File: src/rtl/tama_button_ctrl_if.sv
// Command handshake between the button conditioner (master) and the pet FSM (slave).
// cmd_code is only meaningful while cmd_valid is high.
interface tama_button_ctrl_if;
  logic       cmd_valid;
  logic [1:0] cmd_code;
  logic       cmd_ready;

  modport master (output cmd_valid, output cmd_code, input cmd_ready);
  modport slave  (input cmd_valid, input cmd_code, output cmd_ready);
endinterface

File: src/rtl/tama_button_ctrl.sv
// Syncs + debounces four buttons, emits one command per press; 2 + DEBOUNCE_CYCLES edges to cmd_valid.
// One command held until cmd_ready, then cooldown; presses while busy are dropped and flag ovf.
module tama_button_ctrl #(
  parameter int DEBOUNCE_CYCLES = 16,
  parameter int COOLDOWN_CYCLES = 64
) (
  input  logic                       clk,
  input  logic                       rst_n,
  input  logic                       ena,
  input  logic [3:0]                 btn_in,
  input  logic                       clr_ovf,
  tama_button_ctrl_if.master         cmd,
  output logic [3:0]                 btn_level,
  output logic                       busy,
  output logic                       ovf
);

  localparam int DBW = $clog2(DEBOUNCE_CYCLES + 1);
  localparam int CDW = (COOLDOWN_CYCLES < 1) ? 1 : $clog2(COOLDOWN_CYCLES + 1);

  typedef enum logic [1:0] {IDLE, PENDING, COOLDOWN} state_t;

  state_t              state;
  logic [3:0]          s1, s2;
  logic [3:0][DBW-1:0] db_cnt, cnt_nxt;
  logic [3:0]          lvl_nxt, rise;
  logic [1:0]          win_code;
  logic                multi, drop;
  logic [CDW-1:0]      cd_cnt;

  // Press events are taken from the next level so the FSM reacts on the same edge as the flip.
  always_comb begin
    lvl_nxt = btn_level;
    cnt_nxt = '0;
    for (int i = 0; i < 4; i++) begin
      if (s2[i] != btn_level[i]) begin
        if (db_cnt[i] == DBW'(DEBOUNCE_CYCLES - 1)) lvl_nxt[i] = s2[i];
        else                                        cnt_nxt[i] = db_cnt[i] + DBW'(1);
      end
    end
  end

  assign rise  = lvl_nxt & ~btn_level;
  assign multi = |(rise & (rise - 4'd1));
  assign drop  = ena && (|rise) && ((state != IDLE) || multi);

  always_comb begin
    win_code = 2'd0;
    for (int i = 3; i >= 0; i--) begin
      if (rise[i]) win_code = 2'(i);
    end
  end

  always_ff @(posedge clk) begin
    if (!rst_n) begin
      s1            <= '0;
      s2            <= '0;
      btn_level     <= '0;
      db_cnt        <= '0;
      state         <= IDLE;
      cd_cnt        <= '0;
      busy          <= 1'b0;
      ovf           <= 1'b0;
      cmd.cmd_valid <= 1'b0;
      cmd.cmd_code  <= 2'd0;
    end else begin
      s1        <= btn_in;
      s2        <= s1;
      btn_level <= lvl_nxt;
      db_cnt    <= cnt_nxt;

      if (drop)         ovf <= 1'b1;
      else if (clr_ovf) ovf <= 1'b0;

      case (state)
        IDLE: begin
          if (ena && (|rise)) begin
            state         <= PENDING;
            busy          <= 1'b1;
            cmd.cmd_valid <= 1'b1;
            cmd.cmd_code  <= win_code;
          end
        end
        PENDING: begin
          if (cmd.cmd_ready) begin
            cmd.cmd_valid <= 1'b0;
            if (COOLDOWN_CYCLES == 0) begin
              state <= IDLE;
              busy  <= 1'b0;
            end else begin
              state  <= COOLDOWN;
              cd_cnt <= CDW'(COOLDOWN_CYCLES);
            end
          end
        end
        COOLDOWN: begin
          cd_cnt <= cd_cnt - CDW'(1);
          if (cd_cnt == CDW'(1)) begin
            state <= IDLE;
            busy  <= 1'b0;
          end
        end
        default: begin
          state <= IDLE;
          busy  <= 1'b0;
        end
      endcase
    end
  end

endmodule

File: src/flat_wrapper.sv
// flat-port wrapper written by rule: the top's interface ports become plain ports
module tama_button_ctrl_flat 
#(
  parameter int DEBOUNCE_CYCLES = 16,
  parameter int COOLDOWN_CYCLES = 64
)
  (clk, rst_n, ena, btn_in, clr_ovf, btn_level, busy, ovf, cmd_cmd_valid, cmd_cmd_code, cmd_cmd_ready);
  tama_button_ctrl_if cmd_i ();
  input  logic clk;
  input  logic rst_n;
  input  logic ena;
  input  logic [3:0] btn_in;
  input  logic clr_ovf;
  output logic [3:0] btn_level;
  output logic busy;
  output logic ovf;
  output wire logic [$bits(cmd_i.cmd_valid)-1:0] cmd_cmd_valid;
  output wire logic [$bits(cmd_i.cmd_code)-1:0] cmd_cmd_code;
  input wire logic [$bits(cmd_i.cmd_ready)-1:0] cmd_cmd_ready;
  assign cmd_cmd_valid = cmd_i.cmd_valid;
  assign cmd_cmd_code = cmd_i.cmd_code;
  assign cmd_i.cmd_ready = cmd_cmd_ready;
  tama_button_ctrl #(.DEBOUNCE_CYCLES(DEBOUNCE_CYCLES), .COOLDOWN_CYCLES(COOLDOWN_CYCLES)) u_core (.clk(clk), .rst_n(rst_n), .ena(ena), .btn_in(btn_in), .clr_ovf(clr_ovf), .cmd(cmd_i), .btn_level(btn_level), .busy(busy), .ovf(ovf));
endmodule
File: config.mk
export PLATFORM = sky130hd
export DESIGN_NAME = tama_button_ctrl_flat
export DESIGN_NICKNAME = d
export VERILOG_FILES = /design/src/rtl/tama_button_ctrl_if.sv /design/src/rtl/tama_button_ctrl.sv /design/src/flat_wrapper.sv
export SDC_FILE = /design/constraint.sdc
export NUM_CORES = 1
export LEC_CHECK = 0
export ABC_AREA = 1
export CELL_PAD_IN_SITES_DETAIL_PLACEMENT = 1
export CELL_PAD_IN_SITES_GLOBAL_PLACEMENT = 2
export CORE_MARGIN = 5
export CORE_UTILIZATION = 38
export CTS_BUF_LIST = sky130_fd_sc_hd__clkbuf_8
export CTS_CLUSTER_DIAMETER = 30
export DETAILED_ROUTE_END_ITERATION = 10
export GPL_ROUTABILITY_DRIVEN = 0
export PLACE_DENSITY = 0.94
export SKIP_LAST_GASP = 1
export SYNTH_ARGS = -nofsm -noshare
export SYNTH_HDL_FRONTEND = slang
export SYNTH_SLANG_ARGS = --single-unit
File: constraint.sdc
create_clock -name clk -period 2.4 [get_ports clk]
set_input_delay 0.48 -clock clk [delete_from_list [all_inputs] [get_ports clk]]
set_output_delay 0.48 -clock clk [all_outputs]
set_load 0.02 [all_outputs]
==> results of run 1 <==
[flip-flops by register name (all words and copies together), names as in the netlist]
| register | count |
|---|---|
| u_core.cd_cnt | 7 |
| u_core.cmd.cmd_valid | 1 |
| u_core.s1 | 4 |
| u_core.state | 2 |
| u_core.btn_level | 4 |
| u_core.cmd.cmd_code | 2 |
| u_core.ovf | 1 |
| u_core.busy | 1 |
| u_core.s2 | 4 |
| u_core.db_cnt | 20 |
[cells by family (layout without fill, tap and decap cells)]
family	count (synthesis)	count (layout)	synth area share, %
compound gates	35	35	11.1
xor+xnor	1	1	0.456
fa+ha+maj	10	10	6.51
buf+inv	43	67	8.72
flops	46	46	47.9
simple gates	102	102	25.4
[worst min path at each step]
stage                       startpoint                       to  slack (ns)  cells past startpoint
4_1_cts        u_core.s1[2]$_SDFF_PN0_  u_core.s2[2]$_SDFF_PN0_        0.43                      2
3_3_place_gp   u_core.s1[3]$_SDFF_PN0_  u_core.s2[3]$_SDFF_PN0_        0.40                      2
3_5_place_dp   u_core.s1[2]$_SDFF_PN0_  u_core.s2[2]$_SDFF_PN0_        0.41                      2
6_report       u_core.s1[2]$_SDFF_PN0_  u_core.s2[2]$_SDFF_PN0_        0.42                      2
2_1_floorplan  u_core.s1[0]$_SDFF_PN0_  u_core.s2[0]$_SDFF_PN0_        0.39                      2
5_1_grt        u_core.s1[0]$_SDFF_PN0_  u_core.s2[0]$_SDFF_PN0_        0.45                      2
[stage by stage]
stage	total power, uW	area (um^2)	setup slack [ns]	hold WS, ns	cells
final	1290	2270	0.598	0.423	328
after global placement	835	2170	0.554	0.396	320
after global routing	1350	2270	0.362	0.449	328
after floorplan	814	1920	0.853	0.390	237
after CTS	1320	2270	0.563	0.430	328
after detailed placement	837	2170	0.506	0.410	320
[cells in the mapped netlist, types with 2 or more instances]
| cell | instances |
|---|---|
| nand2_2 | 4 |
| nor3b_2 | 3 |
| a21oi_1 | 15 |
| ha_1 | 10 |
| nand3_1 | 16 |
| dfxtp_1 | 46 |
| o21ai_1 | 3 |
| a211oi_1 | 5 |
| inv_1 | 37 |
| nand4_1 | 3 |
| nand2_1 | 36 |
| inv_2 | 3 |
| buf_2 | 2 |
| o31ai_1 | 4 |
| nor2_1 | 32 |
| nor2_4 | 2 |
| o21ai_0 | 3 |
[power breakdown]
| part | total [uW] | leakage [uW] | internal, uW | switching (uW) |
|---|---|---|---|---|
| registers | 776 | 0.000372 | 771 | 5.54 |
| logic | 41.4 | 0.000491 | 19.9 | 21.5 |
| clock network | 472 | 0.0000524 | 228 | 244 |
[worst reg2reg max path: stages, from the launching register on]
cell and delay (ns):
dfxtp_1 0.39, ha_1 0.19, nand2_1 0.07, nor2_1 0.11
ha_1 0.24, nand3_1 0.14, nand2_1 0.12, nand2_2 0.08
nand2_2 0.08, nand2_2 0.09, inv_2 0.09, nand2_1 0.05
nand2_1 0.05, nor2_1 0.04
[layout make-up]
cell class	instances	share of cell area (%)
tap	67	3.70
clock buffer	6	3.64
multi-input combinational	148	36.8
inverter	40	6.63
clock inverter	2	0.387
sequential	46	40.6
timing repair buffer	19	8.17
[metal layers]
metal / vias up / wire, um / track usage (%)
li1: 804 / - / -
met1: 743 / 1660 / 14.5
met2: 14 / 1990 / 25.5
met3: 5 / 103 / 3.22
met4: 0 / 45 / 5.57
met5: - / 0 / 0
==> metrics.md, run 1 <==
| Metric | Value |
|---|---|
| Chip Height | 81.1 um |
| Crit path launch type | flop |
| Most common cell after layout, fill and taps aside | dfxtp_1 |
| Sink Count | 46 |
| Worst IR Drop VDD | 0.247 mV |
| Synth Flop Type | dfxtp_1 |
| Synth Cell Area | 0.00192 mm^2 |
| Share of cells above drive strength 1 | 9.96% |
| Reg2reg start | u_core.db_cnt[0]$_SDFF_PP0_ |
| Post-synthesis sequential area ratio | 47.9% |
| Final Slew Violations | 0 |
| Global Route Usage Sum | 13.6% |
| CP bufs+invs | 1 |
| Starting DRT DRC Count | 28 |
| Multi-input gate area | 835 um^2 |
| Post-synth net total | 256 |
| Avg Cell Area, Syn | 8.11 um^2 |
| Drt pass-1 iters | 4 |
| Starting Density | 39.9% |
| Post-synth ARST share | 0% |
| CP delay by family, top | buffers and inverters |
| Post-CTS Setup Repair Bufs | 0 |
| Global-route wire length before repair | 7020 um |
| Endpoint class of the critical path | primary output |
| Post-synth EDFFs | 0 |
| Initial antenna violation count | 0 |
| Routed Antenna Nets | 0 |
| Final period util | 75.1% |
| Root Buffer | clkbuf_8 |
| Post-synthesis register bit count | 46 |
| Antenna diode count | 0 |
| Share of the core filled with cells | 47.0% |
| Via Count | 1566 |
| H-tree depth | 2 |
| Clock Path Buffers | 2 |
| Largest net degree at the start of global routing | 14 |
| Final Critical Period | 1.80 ns |
| Vias in the first global route | 1674 |
| Max-cap viol count | 0 |
| Clk_skew | 0.00277 ns |
| Slew Limit Headroom | 72.1% |
| Worst r2r dst | u_core.cmd.cmd_code[0]$_SDFFE_PN0P_ |
| Area grow syn2layout | 17.8% |
| Row cnt | 25 |
| Outcome | completed |
| Post-Syn Instances | 237 |
| Setup CP Type | flop to primary output |
| Synth unique cells | 30 |
| Routed Wire Length | 3800 um |
| Die Span X | 81.1 um |
| Largest cells by area after synthesis | dfxtp_1 48%, inv_1 7.2%, nand2_1 7.0% |
| Critical Path RT | 1.92 ns |
| Core box area | 0.00482 mm^2 |
| CP max stage delay | 0.63 ns |
| DR WL/cell | 11.6 um |
| Worst reg2reg path depth | 13 |
| Critical Path Slowest Stage Cell | clkdlybuf4s50_1 |
| Worst Setup EP | btn_level[2] |
| Nets | 279 |
| Total Neg Setup Slack | 0 ns |
| Crit path DAT | 1.32 ns |
| Worst Max-Slew Pin Slew | 0.416 ns |
| Hold-fix buffers, CTS | 0 |
| Leak | 0.000916 uW |
| Setup violations, final | 0 |
| Hold Crit Class | flop to flop |
| Yosys top cell by area | dfxtp_1 |
| Endpoints failing hold | 0 |
| RSZ-0062 raised after global routing | no |
| Die area | 0.00658 mm^2 |
| CP Depth | 1 |
| Most frequent cells in the layout | 46 x dfxtp_1, 38 x inv_1, 36 x nand2_1 |
| Routed vias/inst | 4.77 |
| Area share of the largest cell type after synthesis | 47.9% |
| Inserted Clock Buffers | 5 |
| Total of warnings raised by yosys | 0 |
| R2r setup slk | 0.60 ns |
| Clock tree from TritonCTS | done |
| Clk_lat worst skew | 0.29 ns |
| Port bufs | 17 |
| Post_cts resized | 0 |
| FF/Latch Area | 921 um^2 |
| Post-DP HPWL | 2960 um |
| Crit-path cells | clkdlybuf4s50_1 |
| Fmax | 555 MHz |
| Crit. Startpoint | u_core.btn_level[2]$_SDFF_PN0_ |
| GRT Residual Overflow | 0 |
| DRC viols | 0 |
| Reg clk slew, reported paths | 0.08 ns |
| IO Pins | 18 |
| Critical path peak fanout | 4 |
| Power Density | 569 mW/mm^2 |
| FILL cells | 615 |
Power figures use the tool's default switching activity.
==> run 2: changes to the inputs <==
--- a/config.mk
+++ b/config.mk
@@ -9,12 +9,12 @@
 export CELL_PAD_IN_SITES_DETAIL_PLACEMENT = 1
 export CELL_PAD_IN_SITES_GLOBAL_PLACEMENT = 2
 export CORE_MARGIN = 5
-export CORE_UTILIZATION = 38
+export CORE_UTILIZATION = 35
 export CTS_BUF_LIST = sky130_fd_sc_hd__clkbuf_8
 export CTS_CLUSTER_DIAMETER = 30
 export DETAILED_ROUTE_END_ITERATION = 10
 export GPL_ROUTABILITY_DRIVEN = 0
-export PLACE_DENSITY = 0.94
+export PLACE_DENSITY = 0.88
 export SKIP_LAST_GASP = 1
 export SYNTH_ARGS = -nofsm -noshare
 export SYNTH_HDL_FRONTEND = slang
==> constraint.sdc (replaced) <==
create_clock -name clk -period 1.7 [get_ports clk]
set_input_delay 0.34 -clock clk [delete_from_list [all_inputs] [get_ports clk]]
set_output_delay 0.34 -clock clk [all_outputs]
set_load 0.02 [all_outputs]
==> run 2 against run 1 <==
Critical path depth up 12. Worst setup slack got worse by 0.54 ns. Sequential share of layout area is 3.2 points lower. Sequential cell count stayed put. Final cell count grew 4.0%. Die area up 7.5%. Critical endpoint is now u_core.cmd.cmd_code[0]$_SDFFE_PN0P_.
==> metrics.md, run 2 (synthesis gave the netlist of run 1 again) <==
| Metric | Value |
|---|---|
| Largest net degree at the start of global routing | 14 |
| IO Pins | 18 |
| Area grow syn2layout | 28.9% |
| Hold Crit Class | flop to flop |
| Global Route Usage Sum | 11.7% |
| Final Critical Period | 1.64 ns |
| Worst Max-Slew Pin Slew | 0.388 ns |
| GRT Residual Overflow | 0 |
| Critical Path RT | 1.89 ns |
| Setup CP Type | flop to flop |
| Chip Height | 84.1 um |
| Most frequent cells in the layout | 40 x dfxtp_1, 37 x inv_1, 33 x nand2_1 |
| Port bufs | 17 |
| DR WL/cell | 11.8 um |
| Routed Wire Length | 4030 um |
| Endpoint class of the critical path | flop |
| Global-route wire length before repair | 6860 um |
| Max-cap viol count | 0 |
| Antenna diode count | 0 |
| Clock tree from TritonCTS | done |
| Share of the core filled with cells | 45.6% |
| Die Span X | 84.1 um |
| Fin area | 0.00248 mm^2 |
| Setup violations, final | 0 |
| Nets | 288 |
| Power Density | 801 mW/mm^2 |
| Root Buffer | clkbuf_8 |
| Placed instance count | 331 |
| Crit path DAT | 1.83 ns |
| Smallest hold slack | 0.421 ns |
| DRC viols | 0 |
| Core box area | 0.00544 mm^2 |
| Routed Antenna Nets | 0 |
| Via Count | 1563 |
| Starting DRT DRC Count | 71 |
| Clk_skew | 0.00590 ns |
| Endpoints failing hold | 0 |
| Reg clk slew, reported paths | 0.08 ns |
| Post-DP HPWL | 2970 um |
| Largest register by flop count | u_core.db_cnt |
| H-tree depth | 2 |
| Starting Density | 35.4% |
| Biggest registers after layout | u_core.db_cnt x20, u_core.cd_cnt x7 |
| Most common cell after layout, fill and taps aside | dfxtp_1 |
| Initial antenna violation count | 0 |
| Slew Limit Headroom | 74.0% |
| Inserted Clock Buffers | 5 |
| Die area | 0.00708 mm^2 |
| Clk_lat worst skew | 0.29 ns |
| Share of cells above drive strength 1 | 22.3% |
| RSZ-0062 raised after global routing | yes |
| Max FFs per register | 20 |
| Routed vias/inst | 4.58 |
| Hold-fix buffers, CTS | 0 |
| Critical path peak fanout | 4 |
| Placed Area | 0.00223 mm^2 |
| Final period util | 96.7% |
| Leak | 0.00106 uW |
| Drt pass-1 iters | 4 |
| Row cnt | 27 |
| Crit path launch type | flop |
| Vias in the first global route | 1595 |
| Non-filler cells, final | 341 |
| Final Slew Violations | 0 |
| Outcome | completed |
| Fmax | 608 MHz |
| Sink Count | 46 |
| Clock Path Buffers | 2 |
| Worst IR Drop VDD | 0.448 mV |
-- run 2: worst max-delay path, stage by stage, from the launching register on --
cell and delay, ns:
dfxtp_1 0.38, ha_4 0.15, nand2_1 0.06, nor2_2 0.11
ha_2 0.21, nand3_4 0.10, nand2_4 0.09, nand2_2 0.06
nand2_2 0.09, nand2_4 0.07, inv_2 0.08, nand2_1 0.06
nand2_1 0.06, nor2_1 0.03
-- run 2: timing repair --
| item | CTS | global route |
|---|---|---|
| pin swaps | 4 | 8 |
| setup endpoints to repair | 2 | 20 |
| setup buffers | 1 | 2 |
| hold endpoints to repair | 0 | 0 |
| resized for setup | 11 | 24 |
-- run 2: power breakdown --
part / switching (uW) / internal, uW
clock network: 352 / 471
registers: 8.83 / 1090
logic: 32.9 / 32.6
-- run 2: path summary, 6_finish.rpt --
path | from | to | slack (ns) | cells past startpoint
worst min register to register | u_core.s1[3]$_SDFF_PN0_ | u_core.s2[3]$_SDFF_PN0_ | 0.42 | 2
worst min-delay path | u_core.s1[3]$_SDFF_PN0_ | u_core.s2[3]$_SDFF_PN0_ | 0.42 | 2
worst max register to register | u_core.db_cnt[16]$_SDFF_PP0_ | u_core.cmd.cmd_code[0]$_SDFFE_PN0P_ | 0.06 | 13
worst max-delay path | u_core.db_cnt[16]$_SDFF_PP0_ | u_core.cmd.cmd_code[0]$_SDFFE_PN0P_ | 0.06 | 13
-- run 2: per-stage QoR --
| step | worst slack [ns] | TNS (ns) | power (uW) |
|---|---|---|---|
| global placement | 0.0660 | 0 | 1180 |
| CTS | 0.00778 | 0 | 2010 |
| global route | -0.0846 | -0.277 | 2080 |
| detailed placement | -0.0541 | -0.0541 | 1190 |
| finish | 0.0559 | 0 | 1990 |
| floorplan | 0.153 | 0 | 1150 |
-- run 2: area by class of cell --
class,count,area (um^2)
multi-input combinational,148,932
sequential,46,928
inverter,40,150
clock buffer,6,82.6
clock inverter,1,30.0
tap,72,90.1
fill,648,2960
timing repair buffer,28,265
-- run 2: routing by layer --
layer	vias to the layer above	track usage [%]	wire (um)	share of wire [%]
li1	822	-	-	-
met1	726	14.4	1890	47
met2	10	20.3	2000	50
met3	5	2.76	104	2.6
met4	0	3.51	40	0.99
met5	-	0	0	0
